File: src/rtl/otter_pkg.sv
// otter_pkg: shared state, opcode and PC-select encodings for the OTTER control unit
package otter_pkg;
    typedef enum logic [2:0] {
        ST_INIT  = 3'd0,
        ST_FETCH = 3'd1,
        ST_EXEC  = 3'd2,
        ST_WB    = 3'd3,
        ST_INTR  = 3'd4
    } state_t;
    localparam logic [6:0] OPC_LOAD   = 7'b0000011;
    localparam logic [6:0] OPC_STORE  = 7'b0100011;
    localparam logic [6:0] OPC_OP     = 7'b0110011;
    localparam logic [6:0] OPC_OP_IMM = 7'b0010011;
    localparam logic [6:0] OPC_LUI    = 7'b0110111;
    localparam logic [6:0] OPC_AUIPC  = 7'b0010111;
    localparam logic [6:0] OPC_JAL    = 7'b1101111;
    localparam logic [6:0] OPC_JALR   = 7'b1100111;
    localparam logic [6:0] OPC_BRANCH = 7'b1100011;
    localparam logic [6:0] OPC_SYSTEM = 7'b1110011;
    localparam logic [11:0] FUNC12_MRET = 12'h302;
    localparam logic [2:0] PCSEL_NEXT   = 3'd0;
    localparam logic [2:0] PCSEL_JALR   = 3'd1;
    localparam logic [2:0] PCSEL_BRANCH = 3'd2;
    localparam logic [2:0] PCSEL_JAL    = 3'd3;
    localparam logic [2:0] PCSEL_MTVEC  = 3'd4;
    localparam logic [2:0] PCSEL_MEPC   = 3'd5;
endpackage

File: src/rtl/branch_cond_gen.sv
// branch_cond_gen: decides whether a conditional branch is taken from func3 and comparator flags
module branch_cond_gen (
    input  logic [2:0] func3,
    input  logic       BR_EQ,
    input  logic       BR_LT,
    input  logic       BR_LTU,
    output logic       taken
);
    // func3[0] inverts the base comparison; func3 01x has no defined branch
    assign taken = (func3[2:1] == 2'b00) ? BR_EQ  ^ func3[0] :
                   (func3[2:1] == 2'b10) ? BR_LT  ^ func3[0] :
                   (func3[2:1] == 2'b11) ? BR_LTU ^ func3[0] : 1'b0;
endmodule

File: src/rtl/otter_ctrl_fsm.sv
// otter_ctrl_fsm: multicycle OTTER control FSM sequencing fetch, execute, writeback and trap entry
module otter_ctrl_fsm
    import otter_pkg::*;
(
    input  logic        CLK,
    input  logic        RST,
    input  logic [31:0] IR,
    input  logic        BR_EQ,
    input  logic        BR_LT,
    input  logic        BR_LTU,
    input  logic        INTR,
    input  logic        MIE,
    output logic [2:0]  PC_SOURCE,
    output logic        PC_WRITE,
    output logic        REG_WRITE,
    output logic        MEM_WE2,
    output logic        MEM_RDEN1,
    output logic        MEM_RDEN2,
    output logic        CSR_WE,
    output logic        INT_TAKEN,
    output logic        MRET_EXEC,
    output logic        RST_OUT
);
    state_t state, state_n;
    logic [6:0] opcode;
    logic [2:0] func3;
    logic [11:0] func12;
    logic br_taken, trap, unused_ir;
    assign opcode = IR[6:0];
    assign func3 = IR[14:12];
    assign func12 = IR[31:20];
    assign unused_ir = ^{IR[19:15], IR[11:7]};
    assign trap = INTR && MIE;
    branch_cond_gen u_branch_cond_gen (
        .func3 (func3),
        .BR_EQ (BR_EQ),
        .BR_LT (BR_LT),
        .BR_LTU(BR_LTU),
        .taken (br_taken)
    );
    always_ff @(posedge CLK) begin
        if (RST) state <= ST_INIT;
        else     state <= state_n;
    end
    always_comb begin
        state_n = ST_INIT;
        PC_SOURCE = PCSEL_NEXT;
        PC_WRITE = 1'b0;
        REG_WRITE = 1'b0;
        MEM_WE2 = 1'b0;
        MEM_RDEN1 = 1'b0;
        MEM_RDEN2 = 1'b0;
        CSR_WE = 1'b0;
        INT_TAKEN = 1'b0;
        MRET_EXEC = 1'b0;
        RST_OUT = 1'b0;
        case (state)
            ST_INIT: begin
                RST_OUT = 1'b1;
                state_n = ST_FETCH;
            end
            ST_FETCH: begin
                MEM_RDEN1 = 1'b1;
                state_n = ST_EXEC;
            end
            ST_EXEC: begin
                PC_WRITE = 1'b1;
                state_n = trap ? ST_INTR : ST_FETCH;
                case (opcode)
                    OPC_LOAD: begin
                        PC_WRITE = 1'b0;
                        MEM_RDEN2 = 1'b1;
                        state_n = ST_WB;
                    end
                    OPC_STORE: MEM_WE2 = 1'b1;
                    OPC_OP, OPC_OP_IMM, OPC_LUI, OPC_AUIPC: REG_WRITE = 1'b1;
                    OPC_JAL: begin
                        REG_WRITE = 1'b1;
                        PC_SOURCE = PCSEL_JAL;
                    end
                    OPC_JALR: begin
                        REG_WRITE = 1'b1;
                        PC_SOURCE = PCSEL_JALR;
                    end
                    OPC_BRANCH: PC_SOURCE = br_taken ? PCSEL_BRANCH : PCSEL_NEXT;
                    OPC_SYSTEM: begin
                        CSR_WE = (func3 == 3'b001);
                        REG_WRITE = (func3 == 3'b001);
                        MRET_EXEC = (func3 == 3'b000) && (func12 == FUNC12_MRET);
                        PC_SOURCE = MRET_EXEC ? PCSEL_MEPC : PCSEL_NEXT;
                    end
                    default: ;
                endcase
            end
            ST_WB: begin
                REG_WRITE = 1'b1;
                PC_WRITE = 1'b1;
                state_n = trap ? ST_INTR : ST_FETCH;
            end
            ST_INTR: begin
                INT_TAKEN = 1'b1;
                PC_WRITE = 1'b1;
                PC_SOURCE = PCSEL_MTVEC;
                state_n = ST_FETCH;
            end
            default: state_n = ST_INIT;
        endcase
    end
endmodule

File: config.mk
export PLATFORM = sky130hd
export DESIGN_NAME = otter_ctrl_fsm
export DESIGN_NICKNAME = d
export VERILOG_FILES = /design/src/rtl/otter_pkg.sv /design/src/rtl/branch_cond_gen.sv /design/src/rtl/otter_ctrl_fsm.sv
export SDC_FILE = /design/constraint.sdc
export NUM_CORES = 1
export LEC_CHECK = 0
export CAP_MARGIN = 20
export CELL_PAD_IN_SITES_DETAIL_PLACEMENT = 1
export CELL_PAD_IN_SITES_GLOBAL_PLACEMENT = 1
export CORE_ASPECT_RATIO = 1.5
export CORE_MARGIN = 2
export CORE_UTILIZATION = 15
export CTS_CLUSTER_SIZE = 40
export DETAILED_ROUTE_END_ITERATION = 6
export GPL_ROUTABILITY_DRIVEN = 0
export GPL_TIMING_DRIVEN = 0
export PLACE_DENSITY_LB_ADDON = 0.1
export SLEW_MARGIN = 25
export SYNTH_ARGS = -nofsm -noshare
export SYNTH_HDL_FRONTEND = slang
export SYNTH_SLANG_ARGS = --single-unit
File: constraint.sdc
create_clock -name CLK -period 2.4 [get_ports CLK]
set_input_delay 0.36 -clock CLK [delete_from_list [all_inputs] [get_ports CLK]]
set_output_delay 0.36 -clock CLK [all_outputs]
set_load 0.05 [all_outputs]
Word level (Yosys, flattened, before mapping)
Cells that the tools add are included.
Operators by class
  equality and inequality tests: 18
  mux-type cells: 25
  bitwise operators: 3
  reductions and logical operators: 8
Operators with widths (number)
  equality test 7 bit, second input constant: 4
  one-hot mux 3 bit (4 select lines): 2
  equality test 7 x 6 -> 1 bit, second input constant: 3
  2-to-1 mux 1 bit: 15
  equality test 7 x 5 -> 1 bit, second input constant: 2
  equality test 12 x 10 -> 1 bit, second input constant: 1
  2-to-1 mux 3 bit: 3
  equality test 7 x 2 -> 1 bit, second input constant: 1
  equality test 3 x 1 -> 1 bit, second input constant: 2
  equality test 3 x 2 -> 1 bit, second input constant: 2
  zero test 3 bit: 2
  one-hot mux 1 bit (2 select lines): 3
  one-hot mux 3 bit (2 select lines): 1
  OR reduction 6 bit: 1
  equality test 2 bit, second input constant: 2
  OR reduction 2 bit: 2
  equality test 3 bit, second input constant: 1
  bitwise XOR 1 bit: 3
  logical AND 1 bit: 2
  zero test 2 bit: 1
  2-to-1 mux 2 bit: 1
Word-level totals
  bits in registers: 3
  bits of input ports: 39
  output and inout bits: 12
  word-level logic and storage cells: 55

Logic depth before layout (Yosys ltp)
Gate-level depths: netlist of the first run.
  depth after elaboration: 7
  depth in mapped cells: 4
  depth with buffers taken out: 4

Hierarchy
Synthesis of the first run repeated with hierarchy kept, for this count alone.
Unflattened totals
  cell total of the unflattened synthesis: 56
  area, all modules: 419.2 µm²
By module, submodules not included
  otter_ctrl_fsm: instances 1, cells an instance 51, area each 381.6 µm², seq. area each 60.1 µm²
  branch_cond_gen: instances 1, cells an instance 5, area each 37.5 µm², seq. area each 0.0 µm²

Least setup slack after synthesis of the first run
No wires, ideal clock.
  path kind: in2out
  start point: input IR[2]
  end point: output MEM_WE2
  arrival: 2555 ps
  data required time: 2040 ps
  path slack: -515 ps
  stages: 3
  path buffers: 0
  path through: nand4bb_4 -> or3_4 -> nor4b_1
On the way
  word-level cells in the longest chain between the ends: 3
RTL lines
  start: declaration: line otter_ctrl_fsm.sv:7  | input logic [31:0] IR,
  equality test 7 x 6 -> 1 bit: line otter_ctrl_fsm.sv:69  | case (opcode)
  2-to-1 mux 1 bit: line otter_ctrl_fsm.sv:69
  2-to-1 mux 1 bit: line otter_ctrl_fsm.sv:57  | case (state)
  end: declaration: line otter_ctrl_fsm.sv:16  | output logic MEM_WE2,
No other way between the ends.

Worst setup path in the final report of the first run
  start point: input IR[4]
  end point: output PC_SOURCE[0]
On the way
  word-level cells in the longest chain between the ends: 3
  elaborated cells on any way between the ends: 6
  those cells by class: 4 x eq/ne; 2 x mux
RTL lines
  equality test 7 bit: line otter_ctrl_fsm.sv:69
  one-hot mux 3 bit (4 select lines) (*): line otter_ctrl_fsm.sv:69
  one-hot mux 3 bit (2 select lines) (*): line otter_ctrl_fsm.sv:57
  end: declaration: line otter_ctrl_fsm.sv:13  | output logic [2:0] PC_SOURCE,
Mark *: on every way between the ends. The rest lies on a longest branch, timed or not.

==> results.cfg, run 1 <==
[layout]
largest_register_ffs = 3
top_register = state
area_delta_synth_final_pct = 118.8
diodes = 0
largestRegisters = state (3)
nets = 141
stdcell_count = 138
finalInstanceArea_um2 = 903.4
final_cell_mix = 21 x clkdlybuf4s50_1, 6 x clkbuf_2
fin_util = 0.3412
num-fill-cells = 340
drive_above_1_share = 0.3069
mostFrequentLayoutCell = clkdlybuf4s50_1

[detailed_routing]
viasPerCell = 4.420
ant_nets = 0
routed-via-count = 610
wl_per_cell_um = 12.37
routed_wl_um = 1707
drc = 0
drt_iter0_drc = 7
dr.pass1.iters = 4

[hold_path]
min_path_type = register to register

[timing]
max_slew_margin = 0.6673
setup_violations = 0
max_freq_ghz = 0.4286
hold_violations = 0
hold_ws_ns = 0.5127
clock_skew_ns = 0.001335
slew_viol_final = 0
post-route-period-util = 0.9721
tns_ns = 0
period_needed_ns = 2.333
tightest_slew_ns = 0.4976
grt_setup_unrepaired = no

[yosys]
syn_avg_cell_area_um2 = 7.373
synth_area_um2 = 412.9
synth_seq_cells = 3
synth_fp_nets = 95
yosysUniqueCellTypes = 29
synth_area_leader_cell = dfxtp_1
yosys_warnings = 0
syn_inst = 56
synth_top_cell_area_share = 0.1455
synthTopCellsByArea = dfxtp_1 15%, nand4bb_4 6.7%, nor3_1 6.1%
synth-seq-area-share = 0.1455

[pwr]
p_per_area_nw_per_um2 = 366.3
power.leakage_nw = 0.3712
vdd_ir_drop_max_v = 0.0002716

[floorplanning]
core_um2 = 2648
start_util = 0.1560
die_x_um = 46.84
dieArea_um2 = 3197
num_rows = 23
die_h_um = 68.26
top_level_ports = 51

[global_route]
track_usage = 0.1112
antenna_found_initial = 0
grt_pass1_vias = 601
overflow = 0
grt_pass1_wl_um = 2601
grt_max_degree = 8

[setup_path]
cp-end-kind = primary output
cp_max_fo = 6
crit_required_ns = 2.04
critPathKind = input pin to primary output
startpoint_type = input pin
critPathArrivalTime_ns = 1.97

[place]
postPlaceCellArea_um2 = 865.8
hpwlAfterDp_um = 1482
dp_cells = 133
io_buffers = 40

[cts]
cts_tree = done
cts_max_level = 1
cts_buffers = 3
cts_sinks = 3
hold_buffers = 0
clockBufferDepth = 2
cts.reportedPaths.clkPinSlew_ns = 0.03
insertion_delay_ns = 0.21
ctsRootBufferMaster = clkbuf_8

[status]
outcome = complete, no violations

[job]
max_cap_violations = 0
==> critical path: stages <==
cell,delay [ns]
dlygate4sd2_1,0.29
or4b_4,0.50
or4_4,0.58
nand2_2,0.10
buf_8,0.14
==> cell type report <==
| type | instances | area (µm²) | area share |
|---|---|---|---|
| Clock buffer | 4 | 45.04 | 0.04986 |
| Sequential cell | 3 | 61.31 | 0.06787 |
| Multi-Input combinational cell | 47 | 357.8 | 0.3961 |
| Inverter | 6 | 22.52 | 0.02493 |
| Timing Repair Buffer | 41 | 370.4 | 0.4100 |
| Tap cell | 37 | 46.29 | 0.05125 |
==> power breakdown <==
group	switching (mW)	internal, mW	leakage (nW)
clock	0.0318	0.113	0.0228
combinational	0.0629	0.0629	0.323
sequential	0.00607	0.0541	0.0251
==> worst paths after layout <==
kind | from | to | slack (ns) | depth (start not counted)
max | IR[4] | PC_SOURCE[0] | 0.07 | 5
min | state[2]$_SDFF_PP0_ | state[1]$_SDFF_PP0_ | 0.51 | 1
max reg2reg | state[0]$_SDFF_PP0_ | state[1]$_SDFF_PP0_ | 1.05 | 4
min reg2reg | state[2]$_SDFF_PP0_ | state[1]$_SDFF_PP0_ | 0.51 | 1
==> per-layer routing <==
metal | wire [µm] | global-route usage | part of all wire | vias to the layer above
met5 | 0 | 0 | 0 | -
met4 | 8 | 0.04167 | 0.0047 | 0
met3 | 63 | 0.007916 | 0.037 | 2
met2 | 1067 | 0.2243 | 0.63 | 18
met1 | 568 | 0.1092 | 0.33 | 286
li1 | - | - | - | 304
==> logic make-up (layout without fill, tap and decap cells) <==
family	Yosys count	count (layout)	synth area share
compound gates	9	9	0.1606
simple gates	36	36	0.5940
buf+inv	6	51	0.05454
mux	1	1	0.02424
flops	3	3	0.1455
xor+xnor	1	1	0.02122
==> cell usage after synthesis <==
cell	instances
nor2_1	6
or4b_4	1
a221oi_1	2
nor4_1	3
or4_1	1
nor2b_1	1
nand2b_4	1
or4_4	1
nand4bb_4	1
nand3b_1	1
nand3_1	1
inv_1	6
a31oi_1	1
o221ai_1	1
a21oi_1	1
mux2i_1	1
or3_4	1
nand2_1	6
dfxtp_1	3
o31a_1	1
or4b_2	1
o21ai_0	1
o21bai_1	1
nor3_1	5
a21boi_0	1
nand4_1	3
nor4b_1	2
or2_2	1
xnor2_1	1
==> timing repair <==
action	in CTS	in global routing
hold endpoints to repair	0	0
setup buffers	1	0
pin swaps	5	4
gates resized for setup	55	18
endpoints found under the setup margin	9	7
==> stage by stage <==
step	setup slack, ns	power [mW]
floorplan	0.01493	0.1169
global placement	-0.9305	0.1931
detailed placement	-0.9315	0.1934
CTS	-0.002295	0.3402
global route	0.002403	0.3530
finish	0.06687	0.3309
(Power assumes the default switching activity.)
==> run 2, diff against run 1 <==
--- a/config.mk
+++ b/config.mk
@@ -15,6 +15,7 @@
 export DETAILED_ROUTE_END_ITERATION = 6
 export GPL_ROUTABILITY_DRIVEN = 0
 export GPL_TIMING_DRIVEN = 0
+export MAX_ROUTING_LAYER = met4
 export PLACE_DENSITY_LB_ADDON = 0.1
 export SLEW_MARGIN = 25
 export SYNTH_ARGS = -nofsm -noshare
==> run 2 against run 1 <==
Combinational power hardly changed. Critical path depth stayed put. Utilization unchanged. Total power rose by 0.47%. Wire length rose by 0.76%. Fmax barely moved. Sequential cell count is the same. Register-to-register slack barely moved. Largest cell class unchanged. Cell area stayed put. Non-clock buffer count stayed put. Critical path type unchanged. Final cell count stayed put. Critical endpoint unchanged.
==> results.cfg, run 2 (synthesis gave the netlist of run 1 again) <==
[setup_path]
critPathKind = input pin to primary output
path_cells = dlygate4sd2_1, or4b_4, or4_4, nand2_2, buf_8
startpoint_type = input pin
critPathArrivalTime_ns = 1.97
reg2reg_setup_slack_ns = 1.05
r2r_end = state[1]$_SDFF_PP0_
cpPeakStageDelay_ns = 0.58
crit_start = IR[4]
reg2reg_depth = 4
timing.rr.start = state[0]$_SDFF_PP0_
cp_top_family = simple AND/OR/NAND/NOR gates
crit_required_ns = 2.04
crit_cells = 5
slowest_stage = or4_4
critPathBufInv = 2
worstSetupEndpoint = PC_SOURCE[0]
cp-end-kind = primary output
cp_max_fo = 6

[cts]
clockBufferDepth = 2
cts_tree = done
hold_buffers = 0
cts_max_level = 1
cts_buffers = 3
cts_sinks = 3
insertion_delay_ns = 0.22
cts.reportedPaths.clkPinSlew_ns = 0.03
ctsRootBufferMaster = clkbuf_8

[status]
outcome = complete, no violations

[global_route]
grt_pass1_vias = 599
antenna_found_initial = 0
grt_pass1_wl_um = 2608
overflow = 0
grt_max_degree = 8
track_usage = 0.1142

[timing]
post-route-period-util = 0.9722
tightest_slew_ns = 0.4976
period_needed_ns = 2.333
setup_violations = 0
max_slew_margin = 0.6673
max_freq_ghz = 0.4286
hold_violations = 0
slew_viol_final = 0
clock_skew_ns = 0.001485
grt_setup_unrepaired = no

[detailed_routing]
drt_iter0_drc = 7
wl_per_cell_um = 12.46
routed_wl_um = 1720
drc = 0
viasPerCell = 4.399
ant_nets = 0
dr.pass1.iters = 4
routed-via-count = 607

[floorplanning]
num_rows = 23
top_level_ports = 51
die_x_um = 46.84
dieArea_um2 = 3197
die_h_um = 68.26
core_um2 = 2648
start_util = 0.1560

[layout]
stdcell_count = 138
diodes = 0
final_cell_mix = 21 x clkdlybuf4s50_1, 6 x clkbuf_2
finalInstanceArea_um2 = 903.4
area_delta_synth_final_pct = 118.8
top_register = state
largest_register_ffs = 3
drive_above_1_share = 0.3069
largestRegisters = state (3)
mostFrequentLayoutCell = clkdlybuf4s50_1
nets = 141

[job]
max_cap_violations = 0

[hold_path]
min_path_type = register to register
hold_depth = 1

[place]
dp_cells = 133
postPlaceCellArea_um2 = 865.8
io_buffers = 40
hpwlAfterDp_um = 1482

[pwr]
vdd_ir_drop_max_v = 0.0002710
p_per_area_nw_per_um2 = 368.0
power.leakage_nw = 0.3712
[run 2: worst min-delay path by stage]
stage / startpoint / to / slack [ns]
floorplan: RST / state[0]$_SDFF_PP0_ / 0.43
global placement: state[2]$_SDFF_PP0_ / state[1]$_SDFF_PP0_ / 0.52
detailed placement: state[2]$_SDFF_PP0_ / state[1]$_SDFF_PP0_ / 0.52
CTS: state[2]$_SDFF_PP0_ / state[1]$_SDFF_PP0_ / 0.54
global route: state[2]$_SDFF_PP0_ / state[1]$_SDFF_PP0_ / 0.54
finish: state[2]$_SDFF_PP0_ / state[1]$_SDFF_PP0_ / 0.51
[run 2: layer usage]
layer	up-vias	GRT usage	share of wire
met4	0	0.04167	0.0087
met3	2	0.007916	0.037
met2	18	0.2226	0.62
li1	304	-	-
met5	-	-	0
met1	283	0.1108	0.34
[run 2: what timing repair did]
action,4_1_cts,5_1_grt
buffers inserted,1,0
gates resized for setup,55,18
pin swaps,5,4
endpoints found under the setup margin,9,7
hold endpoints to repair,0,0
[run 2: area by class of cell]
class                           instances  area (µm²)
Fill cell                             340        1744
Timing Repair Buffer                   41       370.4
Multi-Input combinational cell         47       357.8
Sequential cell                         3       61.31
Tap cell                               37       46.29
Clock buffer                            4       45.04
Inverter                                6       22.52
[run 2: through the flow]
stage	hold WS [ns]	util	power [mW]	setup WS, ns	TNS (ns)
finish	0.5126	0.3412	0.3325	0.06677	0
global route	0.5404	0.3412	0.3530	0.002403	0
CTS	0.5359	0.3507	0.3402	-0.002295	-0.002295
detailed placement	0.5180	0.3270	0.1934	-0.9315	-5.880
global placement	0.5237	0.3270	0.1931	-0.9305	-5.870
floorplan	0.4291	-	0.1169	0.01493	0
[run 2: power by group]
group | internal (mW) | switching (mW)
logic | 0.0629 | 0.0629
registers | 0.0541 | 0.00599
clock network | 0.113 | 0.0333
total | 0.230 | 0.102
==> run 3, diff against run 2 <==
--- a/config.mk
+++ b/config.mk
@@ -10,7 +10,7 @@
 export CELL_PAD_IN_SITES_GLOBAL_PLACEMENT = 1
 export CORE_ASPECT_RATIO = 1.5
 export CORE_MARGIN = 2
-export CORE_UTILIZATION = 15
+export CORE_UTILIZATION = 16
 export CTS_CLUSTER_SIZE = 40
 export DETAILED_ROUTE_END_ITERATION = 6
 export GPL_ROUTABILITY_DRIVEN = 0
==> constraint.sdc (replaced) <==
create_clock -name CLK -period 2.9 [get_ports CLK]
set_input_delay 0.435 -clock CLK [delete_from_list [all_inputs] [get_ports CLK]]
set_output_delay 0.435 -clock CLK [all_outputs]
set_load 0.05 [all_outputs]
==> run 3 against run 2 <==
Die area is 5.8% lower. Sequential share of layout area is 0.14 points higher. Combinational power is 14% lower. Utilization is 1.3 points higher. Final cell count is 10% lower. Register-to-register slack better by 0.51 ns.
==> results.cfg, run 3 (synthesis gave the netlist of run 1 again) <==
[status]
outcome = complete, no violations

[timing]
slew_viol_final = 0
setup_violations = 0
max_freq_ghz = 0.3546
max_slew_margin = 0.6712
post-route-period-util = 0.9725
period_needed_ns = 2.820
clock_skew_ns = 0.0006039
tightest_slew_ns = 0.4917
hold_violations = 0
hold_ws_ns = 0.5144
grt_setup_unrepaired = yes
setup_slack_ns = 0.07969

[setup_path]
cp-end-kind = primary output
critPathBufInv = 3
crit_required_ns = 2.47
critPathArrivalTime_ns = 2.39
cpPeakStageDelay_ns = 0.55
path_cells = clkdlybuf4s50_1, nand4bb_4, or3_4, or4_4, inv_1, buf_4
cp_top_family = simple AND/OR/NAND/NOR gates
cp_max_fo = 5
startpoint_type = input pin
critPathKind = input pin to primary output
slowest_stage = or4_4

[place]
hpwlAfterDp_um = 1427
dp_slack_ns = -0.5615
io_buffers = 40

[cts]
cts_max_level = 1
clockBufferDepth = 2
cts_sinks = 3
cts_tree = done
ctsRootBufferMaster = clkbuf_4
insertion_delay_ns = 0.23
cts_buffers = 3
hold_buffers = 0
cts.reportedPaths.clkPinSlew_ns = 0.04

[global_route]
track_usage = 0.1180
grt_pass1_vias = 619
overflow = 0
grt_pass1_wl_um = 2656
grt_max_degree = 8
antenna_found_initial = 0

[floorplanning]
die_x_um = 45.48
start_util = 0.1685
top_level_ports = 51
core_um2 = 2450
die_h_um = 66.22
num_rows = 22
dieArea_um2 = 3011

[detailed_routing]
dr.pass1.iters = 3
drt_iter0_drc = 8
routed-via-count = 597
drc = 0
routed_wl_um = 1608
wl_per_cell_um = 12.97
viasPerCell = 4.815
ant_nets = 0

[layout]
largestRegisters = state (3)
largest_register_ffs = 3
diodes = 0
drive_above_1_share = 0.1600
num-fill-cells = 299
area_delta_synth_final_pct = 110.0
top_register = state
regArea_um2 = 60.06
mostFrequentLayoutCell = clkdlybuf4s50_1
multi_input_area_um2 = 339.1
nets = 140
final_cell_mix = 31 x clkdlybuf4s50_1, 6 x nand2_1, 6 x inv_1

[job]
max_cap_violations = 0

[pwr]
switchingPower_mw = 0.07700
p_seq_frac = 0.215
intPower_mw = 0.1531
p_per_area_nw_per_um2 = 265.4
p_comb_frac = 0.468
power.leakage_nw = 0.3502
clkPwrFrac = 0.317
vdd_ir_drop_max_v = 0.0001471
swShare = 0.3346

[hold_path]
min_path_type = register to register
==> run 3: layout make-up <==
class	instances	area share
clock buffers	4	0.03030
inverters	6	0.02597
repair buffers	40	0.4488
well taps	24	0.03463
flip-flops and latches	3	0.06926
multi-input cells	47	0.3911
==> run 3: worst paths after layout <==
path                       startpoint             endpoint  slack [ns]  depth (start not counted)
setup / recovery                IR[2]            MRET_EXEC        0.08                          6
hold reg to reg   state[2]$_SDFF_PP0_  state[1]$_SDFF_PP0_        0.51                          1
hold / removal    state[2]$_SDFF_PP0_  state[1]$_SDFF_PP0_        0.51                          1
setup reg to reg  state[0]$_SDFF_PP0_  state[0]$_SDFF_PP0_        1.56                          4
==> run 3: timing repair <==
item                                   4_1_cts  5_1_grt
buffers inserted                             0        0
gates resized for setup                     26        7
setup endpoints to repair                    9        5
endpoints found under the hold margin        0        0
==> run 3: through the flow <==
stage / instances / instance area (µm²) / setup TNS (ns) / utilization / power [mW]
floorplan: 56 / 419.2 / 0 / - / 0.09674
global placement: 120 / 849.6 / -2.645 / 0.3468 / 0.1595
detailed placement: 120 / 849.6 / -2.635 / 0.3468 / 0.1604
CTS: 124 / 860.8 / 0 / 0.3514 / 0.2364
global route: 124 / 867.1 / -0.005111 / 0.3539 / 0.2479
finish: 124 / 867.1 / 0 / 0.3539 / 0.2301
==> run 3: power by group through the flow <==
stage                     Sequential [mW]  Clock, mW  Combinational, mW
final                              0.0494     0.0730              0.108
after global routing               0.0503     0.0806              0.117
after CTS                          0.0497     0.0771              0.110
after detailed placement           0.0503          0              0.110
after global placement             0.0502          0              0.109
after floorplan                    0.0487          0             0.0480
==> run 3: per-layer routing <==
metal / track usage / wire length [µm] / share of wire / up-vias
li1: - / - / - / 303
met1: 0.1234 / 552 / 0.34 / 278
met2: 0.2218 / 991 / 0.62 / 16
met3: 0.002732 / 65 / 0.040 / 0
met4: 0.04412 / 0 / 0 / 0
met5: - / 0 / 0 / -
